<file path="config.mk">
export PLATFORM = sky130hd
export DESIGN_NAME = led_adc_sequencer
export DESIGN_NICKNAME = d
export VERILOG_FILES = /design/src/rtl/led_adc_sequencer_pkg.sv /design/src/rtl/led_adc_sequencer_phase_timer.sv /design/src/rtl/led_adc_sequencer.sv
export SDC_FILE = /design/constraint.sdc
export NUM_CORES = 1
export LEC_CHECK = 0
export ABC_AREA = 1
export BUFFER_PORTS_ARGS = -buffer_cell sky130_fd_sc_hd__buf_2
export CAP_MARGIN = 10
export CORE_MARGIN = 5
export CORE_UTILIZATION = 25
export CTS_BUF_LIST = sky130_fd_sc_hd__clkbuf_8
export DETAILED_ROUTE_END_ITERATION = 8
export GPL_TIMING_DRIVEN = 0
export PLACE_DENSITY = 0.42
export SYNTH_ARGS = -nofsm -noshare
export SYNTH_HDL_FRONTEND = slang
export SYNTH_SLANG_ARGS = --single-unit
</file>
<file path="constraint.sdc">
create_clock -name CLK -period 2.7 [get_ports CLK]
set_input_delay 0.405 -clock CLK [delete_from_list [all_inputs] [get_ports CLK]]
set_output_delay 0.405 -clock CLK [all_outputs]
set_load 0.01 [all_outputs]
</file>
<file path="src/rtl/led_adc_sequencer_pkg.sv">
// Shared types and defaults for the LED/ADC sequencer: state encoding,
// default timing, and small state-class helpers used by the FSM and output decode.
package led_adc_sequencer_pkg;

    localparam int DEF_HALF_PERIOD_CYC = 50000;
    localparam int DEF_SETTLE_CYC      = 5000;
    localparam int DEF_CNT_W           = 16;
    localparam int DEF_ADC_W           = 8;

    typedef enum logic [2:0] {
        ST_IDLE       = 3'd0,
        ST_RED_SETTLE = 3'd1,
        ST_RED_CONV   = 3'd2,
        ST_RED_HOLD   = 3'd3,
        ST_IR_SETTLE  = 3'd4,
        ST_IR_CONV    = 3'd5,
        ST_IR_HOLD    = 3'd6
    } state_t;

    function automatic logic is_red_phase(input state_t s);
        return (s == ST_RED_SETTLE) || (s == ST_RED_CONV) || (s == ST_RED_HOLD);
    endfunction

    function automatic logic is_ir_phase(input state_t s);
        return (s == ST_IR_SETTLE) || (s == ST_IR_CONV) || (s == ST_IR_HOLD);
    endfunction

    function automatic logic is_settle(input state_t s);
        return (s == ST_RED_SETTLE) || (s == ST_IR_SETTLE);
    endfunction

    function automatic logic is_conv(input state_t s);
        return (s == ST_RED_CONV) || (s == ST_IR_CONV);
    endfunction

endpackage

</file>
<file path="src/rtl/led_adc_sequencer_phase_timer.sv">
// Per-phase cycle counter: runs 0..HALF_PERIOD_CYC-1 and wraps, flags the
// ADC trigger count and the last count of the phase.
module led_phase_timer #(
    parameter int CNT_W           = 16,
    parameter int HALF_PERIOD_CYC = 50000,
    parameter int SETTLE_CYC      = 5000
) (
    input  logic             i_clk,
    input  logic             i_rst,
    input  logic             i_clear,
    output logic [CNT_W-1:0] o_count,
    output logic             o_at_settle,
    output logic             o_at_end
);

    localparam logic [CNT_W-1:0] LP_END    = CNT_W'(HALF_PERIOD_CYC - 1);
    localparam logic [CNT_W-1:0] LP_SETTLE = CNT_W'(SETTLE_CYC);

    logic [CNT_W-1:0] r_count;
    logic             w_at_end;

    assign w_at_end = (r_count == LP_END);

    always_ff @(posedge i_clk or posedge i_rst) begin
        if (i_rst) begin
            r_count <= '0;
        end else if (i_clear || w_at_end) begin
            r_count <= '0;
        end else begin
            r_count <= r_count + CNT_W'(1);
        end
    end

    assign o_count     = r_count;
    assign o_at_settle = (r_count == LP_SETTLE);
    assign o_at_end    = w_at_end;

endmodule

</file>
<file path="src/rtl/led_adc_sequencer.sv">
// Pulse-oximeter front end: alternates RED/IR LED phases, fires one ADC
// conversion per phase and demultiplexes results into per-LED sample registers.
module led_adc_sequencer
    import led_adc_sequencer_pkg::*;
#(
    parameter int HALF_PERIOD_CYC = DEF_HALF_PERIOD_CYC,
    parameter int SETTLE_CYC      = DEF_SETTLE_CYC,
    parameter int CNT_W           = DEF_CNT_W,
    parameter int ADC_W           = DEF_ADC_W
) (
    input  logic             CLK,
    input  logic             rst,
    input  logic             En,
    output logic             ADC_Start,
    input  logic             ADC_Done,
    input  logic [ADC_W-1:0] ADC_Data,
    output logic             LED_RED,
    output logic             LED_IR,
    output logic [ADC_W-1:0] RED_ADC_Value,
    output logic [ADC_W-1:0] IR_ADC_Value,
    output logic             RED_Valid,
    output logic             IR_Valid,
    output logic             ADC_Timeout,
    output state_t           o_dbg_state
);

    state_t           r_state;
    state_t           w_next;

    logic [CNT_W-1:0] w_count;
    logic             w_at_settle;
    logic             w_at_end;
    logic             w_clear;

    logic             w_led_red;
    logic             w_led_ir;
    logic             w_adc_start;
    logic             w_cap_red;
    logic             w_cap_ir;
    logic             w_timeout;

    logic [ADC_W-1:0] r_red_val;
    logic [ADC_W-1:0] r_ir_val;
    logic             r_red_valid;
    logic             r_ir_valid;
    logic             r_timeout;

    // Counter is held at 0 while idle so the first active cycle is count 0.
    assign w_clear = (r_state == ST_IDLE) || !En;

    led_phase_timer #(
        .CNT_W           (CNT_W),
        .HALF_PERIOD_CYC (HALF_PERIOD_CYC),
        .SETTLE_CYC      (SETTLE_CYC)
    ) u_timer (
        .i_clk       (CLK),
        .i_rst       (rst),
        .i_clear     (w_clear),
        .o_count     (w_count),
        .o_at_settle (w_at_settle),
        .o_at_end    (w_at_end)
    );

    always_ff @(posedge CLK or posedge rst) begin
        if (rst) begin
            r_state <= ST_IDLE;
        end else begin
            r_state <= w_next;
        end
    end

    // Phase end has priority over conversion progress: the LEDs never stretch.
    always_comb begin
        w_next = r_state;
        if (!En) begin
            w_next = ST_IDLE;
        end else begin
            case (r_state)
                ST_IDLE:       w_next = ST_RED_SETTLE;
                ST_RED_SETTLE: begin
                    if (w_at_end)         w_next = ST_IR_SETTLE;
                    else if (w_at_settle) w_next = ST_RED_CONV;
                end
                ST_RED_CONV: begin
                    if (w_at_end)      w_next = ST_IR_SETTLE;
                    else if (ADC_Done) w_next = ST_RED_HOLD;
                end
                ST_RED_HOLD: begin
                    if (w_at_end) w_next = ST_IR_SETTLE;
                end
                ST_IR_SETTLE: begin
                    if (w_at_end)         w_next = ST_RED_SETTLE;
                    else if (w_at_settle) w_next = ST_IR_CONV;
                end
                ST_IR_CONV: begin
                    if (w_at_end)      w_next = ST_RED_SETTLE;
                    else if (ADC_Done) w_next = ST_IR_HOLD;
                end
                ST_IR_HOLD: begin
                    if (w_at_end) w_next = ST_RED_SETTLE;
                end
                default:       w_next = ST_IDLE;
            endcase
        end
    end

    // ADC handshake: ADC_Start is a one-cycle request with no backpressure;
    // ADC_Done is a one-cycle pulse qualifying ADC_Data in the same cycle.
    always_comb begin
        w_led_red   = 1'b0;
        w_led_ir    = 1'b0;
        w_adc_start = 1'b0;
        w_cap_red   = 1'b0;
        w_cap_ir    = 1'b0;
        w_timeout   = 1'b0;
        if (w_count != '0) begin
            w_led_red = is_red_phase(r_state);
            w_led_ir  = is_ir_phase(r_state);
        end
        if (En) begin
            w_adc_start = is_settle(r_state) && w_at_settle;
            w_cap_red   = (r_state == ST_RED_CONV) && ADC_Done;
            w_cap_ir    = (r_state == ST_IR_CONV) && ADC_Done;
            w_timeout   = is_conv(r_state) && w_at_end && !ADC_Done;
        end
    end

    always_ff @(posedge CLK or posedge rst) begin
        if (rst) begin
            r_red_val   <= '0;
            r_ir_val    <= '0;
            r_red_valid <= 1'b0;
            r_ir_valid  <= 1'b0;
            r_timeout   <= 1'b0;
        end else begin
            r_red_valid <= w_cap_red;
            r_ir_valid  <= w_cap_ir;
            r_timeout   <= w_timeout;
            if (w_cap_red) r_red_val <= ADC_Data;
            if (w_cap_ir)  r_ir_val  <= ADC_Data;
        end
    end

    assign ADC_Start     = w_adc_start;
    assign LED_RED       = w_led_red;
    assign LED_IR        = w_led_ir;
    assign RED_ADC_Value = r_red_val;
    assign IR_ADC_Value  = r_ir_val;
    assign RED_Valid     = r_red_valid;
    assign IR_Valid      = r_ir_valid;
    assign ADC_Timeout   = r_timeout;
    assign o_dbg_state   = r_state;

endmodule

</file>
==> flow_summary.ini, run 1 <==
[route]
dr.pass1.iters = 4
wl_per_cell_um = 11.2
drtIter0Drc = 34
via_count = 1544
viasPerCell = 4.10
drc = 0
routed_wl_um = 4240
drtAntennaViolNets = 0

[floorplanning]
coreArea_mm2 = 0.00769
die_h_um = 98.6
core.rowCount = 32
die_area_mm2 = 0.00971
die_x_um = 98.6
start_util_pct = 25.5
num_io_pins = 37

[global_routing]
overflow = 0
grt_max_degree = 39
antenna_found_initial = 0
track_usage_pct = 9.60
grt_pass1_wl_um = 7560
grt_pass1_vias = 1577

[logic_synthesis]
syn-cell-area_mm2 = 0.00196
synth-xor-area-share_pct = 2.23
postSynthCellCount = 231
ys.warnings.count = 0
yosysSeqAreaShare_pct = 48.5
synth_nets = 245
synth_edf_count = 0
synth-main-ff-cell = dfrtp_1
synth_compound_area_share_pct = 4.08
synth-seq-cells = 38
ys_types = 28
synthAdderAreaFrac_pct = 1.28
async_flop_share_pct = 100
synth-simple-area-share_pct = 32.9
avgSynthCellArea_um2 = 8.49
synthMuxAreaShare_pct = 2.87
synth_top_family_by_area = simple AND/OR/NAND/NOR gates

[cts]
insertion_delay_ns = 0.29
cts_buffers = 5
numClockSinks = 38
cts_tree = built
cts_max_level = 2
post_cts_buffers = 0
clock_path_buffers = 2
cts_root_buffer = clkbuf_8
clk_pin_slew_worst_paths_ns = 0.08
postCtsHoldBufs = 0
ctsResizeCount = 0

[setup_path]
reg2reg_depth = 9
path_buf_inv = 2
crit_type = flip-flop to output pin
max_stage_delay_ns = 0.41
worstPathRequired_ns = 2.30
r2r_setup_slack_ns = 1.10
cp_cell_sequence = inv_1, ha_1, nand3_1, nor2_1, nand2_1, nor3_1, buf_2
crit-reg2reg-launch = u_timer.o_count[0]
rr_endpoint = u_timer.o_count[7]
end_kind = output pin
cp_max_fo = 4
crit_arrival_ns = 1.59
cp_top_family = simple AND/OR/NAND/NOR gates
start_kind = flip-flop
crit_path_top_delay_cell = dfrtp_1

[sta]
drv_slew = 0
hold_viol = 0
layout_setup_ws_ns = 0.705
tightest_slew_ns = 0.828
relSlewSlack_pct = 44.7
tns_ns = 0
fin_skew_ns = 0.00802
fin_crit_sh_pct = 73.9
setup_viol = 0
min_period_ns = 2.00
rsz0062_at_grt = false
max_freq_mhz = 501

[power]
p_seq_share_pct = 43.4
power_frac_comb_pct = 33.7
power_density_mw_per_mm2 = 761
vdd_drop_max_mv = 0.230
p_leak_uw = 0.00121
p_clk_share_pct = 22.9
p_sw_uw = 641
switching_share_pct = 35.6
intPower_uw = 1160

[cells_and_area]
nets = 288
final_layout_size_suffix_gt1_share_pct = 29.1
syn_to_final_growth_pct = 20.5
antennaDiodeCount = 0

[place]
numPortBuffers = 36
hpwl_um = 3250
post-place-ws_ns = 0.965
routabilityCongestion = 0.755

[run]
drv_cap = 0

[hold_path]
holdCritPathClass = input pin to asynchronous set/reset pin

[outcome]
status = finished clean
metrics by stage:
stage                     instances  cell area [µm²]  util [%]  power (µW)  hold slack (ns)
final                           377             2360      30.7        1800            0.280
after global routing            377             2360      30.7        1960            0.351
after CTS                       377             2360      30.7        1840            0.322
after detailed placement        369             2270      29.5        1420            0.456
after global placement          369             2270      29.5        1410            0.453
after floorplan                 231             1960         -        1190            0.457
how the worst max path moves through the flow:
stage,startpoint,to,slack [ns],cells after the start
CTS,u_timer.o_count[0],ADC_Start,0.64,7
floorplan,u_timer.o_count[0],ADC_Start,1.20,6
detailed placement,u_timer.o_count[0],ADC_Start,0.97,7
finish,u_timer.o_count[0],ADC_Start,0.70,7
global placement,rst,o_dbg_state[1],0.74,2
global route,u_timer.o_count[10],ADC_Start,0.53,6
cell usage after synthesis, drive strengths merged (3+ instances only):
cell type / instances / share of area (%)
nand2: 62 / 13
nor2: 42 / 10
dfrtp: 38 / 49
inv: 30 / 5.7
nand3: 12 / 3.3
a21oi: 9 / 2.3
nor3: 9 / 3.1
o21ai: 7 / 1.8
mux2: 5 / 2.9
buf: 4 / 2.4
xor2: 4 / 1.8
nand4: 3 / 0.96
sequential cells by signal (all words and copies together) (netlist names):
register,cells
u_timer.o_count,16
IR_ADC_Value,8
RED_ADC_Value,8
o_dbg_state,3
ADC_Timeout,1
IR_Valid,1
RED_Valid,1
power by group through the flow:
stage	logic, µW	registers, µW	clock network [µW]
floorplan	337	848	0
global placement	620	794	0
detailed placement	621	795	0
CTS	622	784	436
global route	696	805	457
finish	606	781	412
worst reg2reg max path, cell delays in order, from the launching register on:
cell	delay, ns
dfrtp_1	0.40
ha_1	0.19
nand2_1	0.07
inv_1	0.08
nand2_1	0.09
nor2_2	0.19
nand2_4	0.11
nand3b_4	0.16
buf_12	0.16
nor3_2	0.04
metal layers:
metal  GRT usage [%]  share of wire [%]
met1            12.5                 49
met2            15.3                 45
met3            2.90                5.7
met5               0                  0
met4            3.15               0.83
layout by cell type, fill, tap and decap left out, drive strengths merged:
cell type  count
a21oi          9
buf           40
clkbuf         6
clkinv         1
clkinvlp       1
dfrtp         38
ha             2
inv           30
mux2           5
nand2         62
nand3         12
nand3b         2
nand4          3
nor2          42
nor3           9
nor3b          1
o21ai          7
xnor2          1
xor2           4
cell type report:
type	instances	area, µm²
Buffer	4	47.5
Clock buffer	6	82.6
Clock inverter	2	12.5
Fill cell	882	5320
Inverter	30	113
Multi-Input combinational cell	159	850
Sequential cell	38	951
Tap cell	102	128
Timing Repair Buffer	36	180
logic make-up (layout without fill, tap and decap cells):
logic type,after synthesis,count (layout)
AO/OA/AOI/OAI,16,16
multiplexers,5,5
flip-flops,38,38
buffers and inverters,34,78
adder cells (fa/ha/maj),2,2
XOR/XNOR,5,5
AND/OR/NAND/NOR,131,131
Note: power is estimated with default switching activity, not from simulation.
==> run 2: changes to the inputs <==
--- a/config.mk
+++ b/config.mk
@@ -13,7 +13,7 @@
 export CTS_BUF_LIST = sky130_fd_sc_hd__clkbuf_8
 export DETAILED_ROUTE_END_ITERATION = 8
 export GPL_TIMING_DRIVEN = 0
-export PLACE_DENSITY = 0.42
+export PLACE_DENSITY = 0.44
 export SYNTH_ARGS = -nofsm -noshare
 export SYNTH_HDL_FRONTEND = slang
 export SYNTH_SLANG_ARGS = --single-unit
==> constraint.sdc (replaced) <==
create_clock -name CLK -period 1.6 [get_ports CLK]
set_input_delay 0.24 -clock CLK [delete_from_list [all_inputs] [get_ports CLK]]
set_output_delay 0.24 -clock CLK [all_outputs]
set_load 0.01 [all_outputs]
==> flow_summary.ini, run 2 (same netlist as run 1, synthesis figures left out) <==
[outcome]
status = finished, violations left
violations = setup timing

[sta]
min_period_ns = 1.69
setup_viol = 3
hold_viol = 0
fin_crit_sh_pct = 105
drv_slew = 0
tns_ns = -0.245
max_freq_mhz = 593
fin_skew_ns = 0.00558
relSlewSlack_pct = 45.2
rsz0062_at_grt = true
tightest_slew_ns = 0.821
layout_setup_ws_ns = -0.0872
hold_ws_ns = 0.106

[cts]
insertion_delay_ns = 0.29
cts_buffers = 5
cts_root_buffer = clkbuf_8
cts_tree = built
cts_max_level = 2
clk_pin_slew_worst_paths_ns = 0.08
numClockSinks = 38
clock_path_buffers = 2
postCtsHoldBufs = 0

[setup_path]
worstPathRequired_ns = 1.36
end_kind = output pin
crit_arrival_ns = 1.45
path_buf_inv = 2
crit_type = flip-flop to output pin
cp_cell_sequence = inv_2, ha_4, nand4_1, nor3_2, nor2_1, buf_2
cp_max_fo = 2
crit_path_top_delay_cell = dfrtp_1
cp_top_family = flip-flops
start_kind = flip-flop
max_stage_delay_ns = 0.40

[route]
wl_per_cell_um = 11.6
drc = 0
routed_wl_um = 4570
viasPerCell = 4.21
drtIter0Drc = 42
drtAntennaViolNets = 0
dr.pass1.iters = 5
via_count = 1663

[global_routing]
grt_max_degree = 39
track_usage_pct = 10.1
antenna_found_initial = 0
grt_pass1_wl_um = 7870
overflow = 0
grt_pass1_vias = 1623

[floorplanning]
start_util_pct = 25.5
die_h_um = 98.6
die_x_um = 98.6
die_area_mm2 = 0.00971
num_io_pins = 37
core.rowCount = 32
coreArea_mm2 = 0.00769

[place]
numPortBuffers = 36
routabilityCongestion = 0.806
hpwl_um = 3190

[power]
power_uw = 3250
p_leak_uw = 0.00134
power_density_mw_per_mm2 = 1220
vdd_drop_max_mv = 0.314

[cells_and_area]
final_layout_size_suffix_gt1_share_pct = 43.7
largest_reg_flops = 16
syn_to_final_growth_pct = 36.6
layout_commonest_cell = nand2_1
antennaDiodeCount = 0
nets = 306
layout_common_cells = nand2_1 (51), buf_2 (37), dfrtp_1 (34)

[hold_path]
holdCritPathClass = input pin to asynchronous set/reset pin

[run]
drv_cap = 0
[run 2: cell types whose count changed in the layout (fill, tap and decap cells not counted), sizes merged]
cell	before	now
buf	40	58
[run 2: timing repair]
action | in CTS | in global routing
cloned | 1 | 0
pin swaps | 10 | 18
resized for setup | 23 | 26
setup buffers | 12 | 6
endpoints found under the setup margin | 14 | 25
[run 2: final timing paths]
check	startpoint	endpoint	slack, ns	depth (start not counted)
worst max-delay path	u_timer.o_count[1]	LED_RED	-0.09	6
worst min-delay path	rst	IR_ADC_Value[7]	0.11	2
worst max register to register	u_timer.o_count[1]	u_timer.o_count[14]	0.05	12
worst min register to register	RED_ADC_Value[0]	RED_ADC_Value[0]	0.47	2
max in group asynchronous	rst	o_dbg_state[1]	0.92	2
min in group CLK	ADC_Data[3]	RED_ADC_Value[3]	0.16	3
[run 2: per-layer routing]
metal / track usage (%) / vias to the layer above / wire length (µm)
li1: - / 848 / -
met4: 3.15 / 0 / 61
met5: 0 / - / 0
met1: 12.4 / 770 / 2050
met2: 17.0 / 40 / 2190
met3: 3.04 / 5 / 264
[run 2: layout make-up]
class                   count  area, µm²
clock buffers               6       82.6
flip-flops and latches     38        956
fillers                   813       5010
inverters                  30        118
plain buffers               4       47.5
well taps                 102        128
multi-input cells         159        987
clock inverters             2       12.5
repair buffers             54        347
[run 2: report_power, final]
group          internal, µW  total [µW]  leakage, µW  switching (µW)
registers              1180        1330     0.000503             144
clock network           347         698    0.0000472             351
logic                   559        1230     0.000794             670
total                  2090        3250      0.00134            1160
[run 2: through the flow]
step	setup WS, ns	utilization, %	instances	instance area (µm²)
6_report	-0.0872	34.8	395	2680
3_5_place_dp	-0.00210	29.5	369	2270
3_3_place_gp	-0.198	29.5	369	2270
2_1_floorplan	0.182	-	231	1960
5_1_grt	-0.191	34.8	395	2680
4_1_cts	-0.129	33.3	390	2560
==> run 3: changes to the inputs <==
--- a/config.mk
+++ b/config.mk
@@ -5,7 +5,6 @@
 export SDC_FILE = /design/constraint.sdc
 export NUM_CORES = 1
 export LEC_CHECK = 0
-export ABC_AREA = 1
 export BUFFER_PORTS_ARGS = -buffer_cell sky130_fd_sc_hd__buf_2
 export CAP_MARGIN = 10
 export CORE_MARGIN = 5
==> flow_summary.ini, run 3 <==
[route]
wl_per_cell_um = 13.8
via_count = 1500
drtIter0Drc = 43
drc = 0
routed_wl_um = 4650
viasPerCell = 4.44
drtAntennaViolNets = 0
dr.pass1.iters = 4

[setup_path]
end_kind = flip-flop
crit_type = flip-flop to flip-flop
start_kind = flip-flop
cp_top_family = simple AND/OR/NAND/NOR gates
crit_path_top_delay_cell = or4_4
worstPathRequired_ns = 1.77
cp_max_fo = 4
cp_cell_sequence = or4_4, buf_6, or4_4, nand3_1, o22ai_1, or3_1
max_stage_delay_ns = 0.56
crit_arrival_ns = 2.37
path_buf_inv = 1
crit_top_cell = or4_4

[logic_synthesis]
async_flop_share_pct = 100
ys.warnings.count = 0
synth_compound_area_share_pct = 5.46
synthMuxAreaShare_pct = 10.3
synth_top_area_share_pct = 51.2
synth_common_cells = dfrtp_1 (38), nor2_1 (22), mux2_2 (17)
yosysSeqAreaShare_pct = 51.2
ys_types = 34
avgSynthCellArea_um2 = 10.8
yosysMostFrequentCell = dfrtp_1
synthAdderAreaFrac_pct = 1.35
synth-simple-area-share_pct = 22.9
syn-cell-area_mm2 = 0.00186
synth-main-ff-cell = dfrtp_1
synth-seq-cells = 38
synth_edf_count = 0
synth_largest_area_cell = dfrtp_1
postSynthCellCount = 172
synth_top_family_by_area = simple AND/OR/NAND/NOR gates
synth-xor-area-share_pct = 6.13
synth_area_leaders = dfrtp_1 (51%), mux2_2 (10%), nor2_1 (4.4%), xor2_1 (3.8%), nand3_1 (2.4%)
synth_nets = 186

[cells_and_area]
nets = 252
stdcell_area_mm2 = 0.00272
antennaDiodeCount = 0
final_layout_size_suffix_gt1_share_pct = 49.0
largest_reg_flops = 16
layout_common_cells = dfrtp_1 (36), buf_2 (36), buf_4 (15)
fill_cells = 751
syn_to_final_growth_pct = 46.3
multi_input_area_mm2 = 0.00101
final_core_util_pct = 37.5
regArea_um2 = 953

[global_routing]
grt_pass1_vias = 1515
grt_max_degree = 39
antenna_found_initial = 0
overflow = 0
grt_pass1_wl_um = 7630
track_usage_pct = 10.7

[cts]
numClockSinks = 38
clock_path_buffers = 2
clk_pin_slew_worst_paths_ns = 0.08
cts_max_level = 2
cts_tree = built
postCtsHoldBufs = 0
cts_buffers = 5
insertion_delay_ns = 0.29
cts_root_buffer = clkbuf_8

[place]
hpwl_um = 3060
place_area_mm2 = 0.00220
routabilityCongestion = 0.738
post-place-ws_ns = -0.669
numPortBuffers = 36

[power]
power_density_mw_per_mm2 = 1250
p_seq_share_pct = 34.6
switching_share_pct = 29.4
p_sw_uw = 1000
p_clk_share_pct = 30.1
intPower_uw = 2410
power_uw = 3410
p_leak_uw = 0.00120
vdd_drop_max_mv = 0.361
power_frac_comb_pct = 35.3

[sta]
setup_viol = 22
tightest_slew_ns = 0.847
rsz0062_at_grt = true
hold_ws_ns = 0.124
fin_skew_ns = 0.00438
fin_crit_sh_pct = 137
relSlewSlack_pct = 43.5
layout_setup_ws_ns = -0.595
max_freq_mhz = 456
min_period_ns = 2.20
drv_slew = 0
hold_viol = 0

[outcome]
violations = setup timing
status = finished, violations left

[floorplanning]
core.rowCount = 31
start_util_pct = 25.6
die_area_mm2 = 0.00925
coreArea_mm2 = 0.00725
die_h_um = 96.2
die_x_um = 96.2
num_io_pins = 37

[hold_path]
holdCritPathClass = input pin to asynchronous set/reset pin

[run]
drv_cap = 0
run 3: cell types whose count changed after synthesis, sizes merged, moves of 6 or more:
cell   delta
a21oi     -7
inv      -23
nor2     -20
nor3      -6
mux2     +12
nand2    -54
run 3: final cells by class:
type / count / area share, %
clock inverters: 2 / 2.21
multi-input cells: 122 / 37.3
plain buffers: 5 / 2.26
flip-flops and latches: 38 / 35.1
repair buffers: 59 / 14.6
inverters: 7 / 0.967
well taps: 99 / 4.56
clock buffers: 6 / 3.04
run 3: cells by family after synthesis:
group	Yosys count
flip-flops	38
adder cells (fa/ha/maj)	2
AND/OR/NAND/NOR	74
buffers and inverters	12
multiplexers	17
AO/OA/AOI/OAI	16
XOR/XNOR	13
run 3: per-layer routing:
| metal | GRT usage (%) | part of all wire [%] | up-vias |
|---|---|---|---|
| met5 | 0 | 0 | - |
| met4 | 3.20 | 0.67 | 0 |
| met3 | 2.42 | 3.5 | 2 |
| met2 | 16.4 | 48 | 23 |
| met1 | 14.8 | 48 | 733 |
| li1 | - | - | 742 |
run 3: per-stage QoR:
stage	TNS (ns)	std cells
after CTS	-11.32	337
after detailed placement	-15.37	307
after floorplan	-6.92	172
after global placement	-20.62	307
final	-11.18	338
after global routing	-12.68	338
run 3: power by group through the flow:
stage	Sequential (µW)	Combinational, µW	Clock, µW
after floorplan	1280	487	0
after global placement	1210	834	0
after detailed placement	1220	829	0
after CTS	1180	1140	1050
after global routing	1200	1320	1100
final	1180	1200	1030
run 3: timing repair:
item | 4_1_cts | 5_1_grt
cloned | 2 | 0
hold endpoints to repair | 0 | 0
buffers inserted | 20 | 4
pin swaps | 14 | 9
endpoints found under the setup margin | 38 | 38
gates resized for setup | 36 | 19
run 3: worst paths after layout:
| path | start | endpoint | slack (ns) | cells past startpoint |
|---|---|---|---|---|
| max in group asynchronous | rst | u_timer.o_count[2] | 0.90 | 2 |
| min in group CLK | ADC_Done | ADC_Timeout | 0.15 | 2 |
| max | u_timer.o_count[4] | o_dbg_state[0] | -0.60 | 6 |
| min reg2reg | RED_ADC_Value[6] | RED_ADC_Value[6] | 0.51 | 1 |
| min | rst | u_timer.o_count[12] | 0.12 | 2 |
| max reg2reg | u_timer.o_count[4] | o_dbg_state[0] | -0.60 | 6 |
run 3: worst register-to-register path, stage by stage, from the launching register on:
cell	delay [ns]
dfrtp_1	0.41
or4_4	0.56
buf_6	0.14
or4_4	0.45
nand3_1	0.11
o22ai_1	0.08
or3_1	0.34
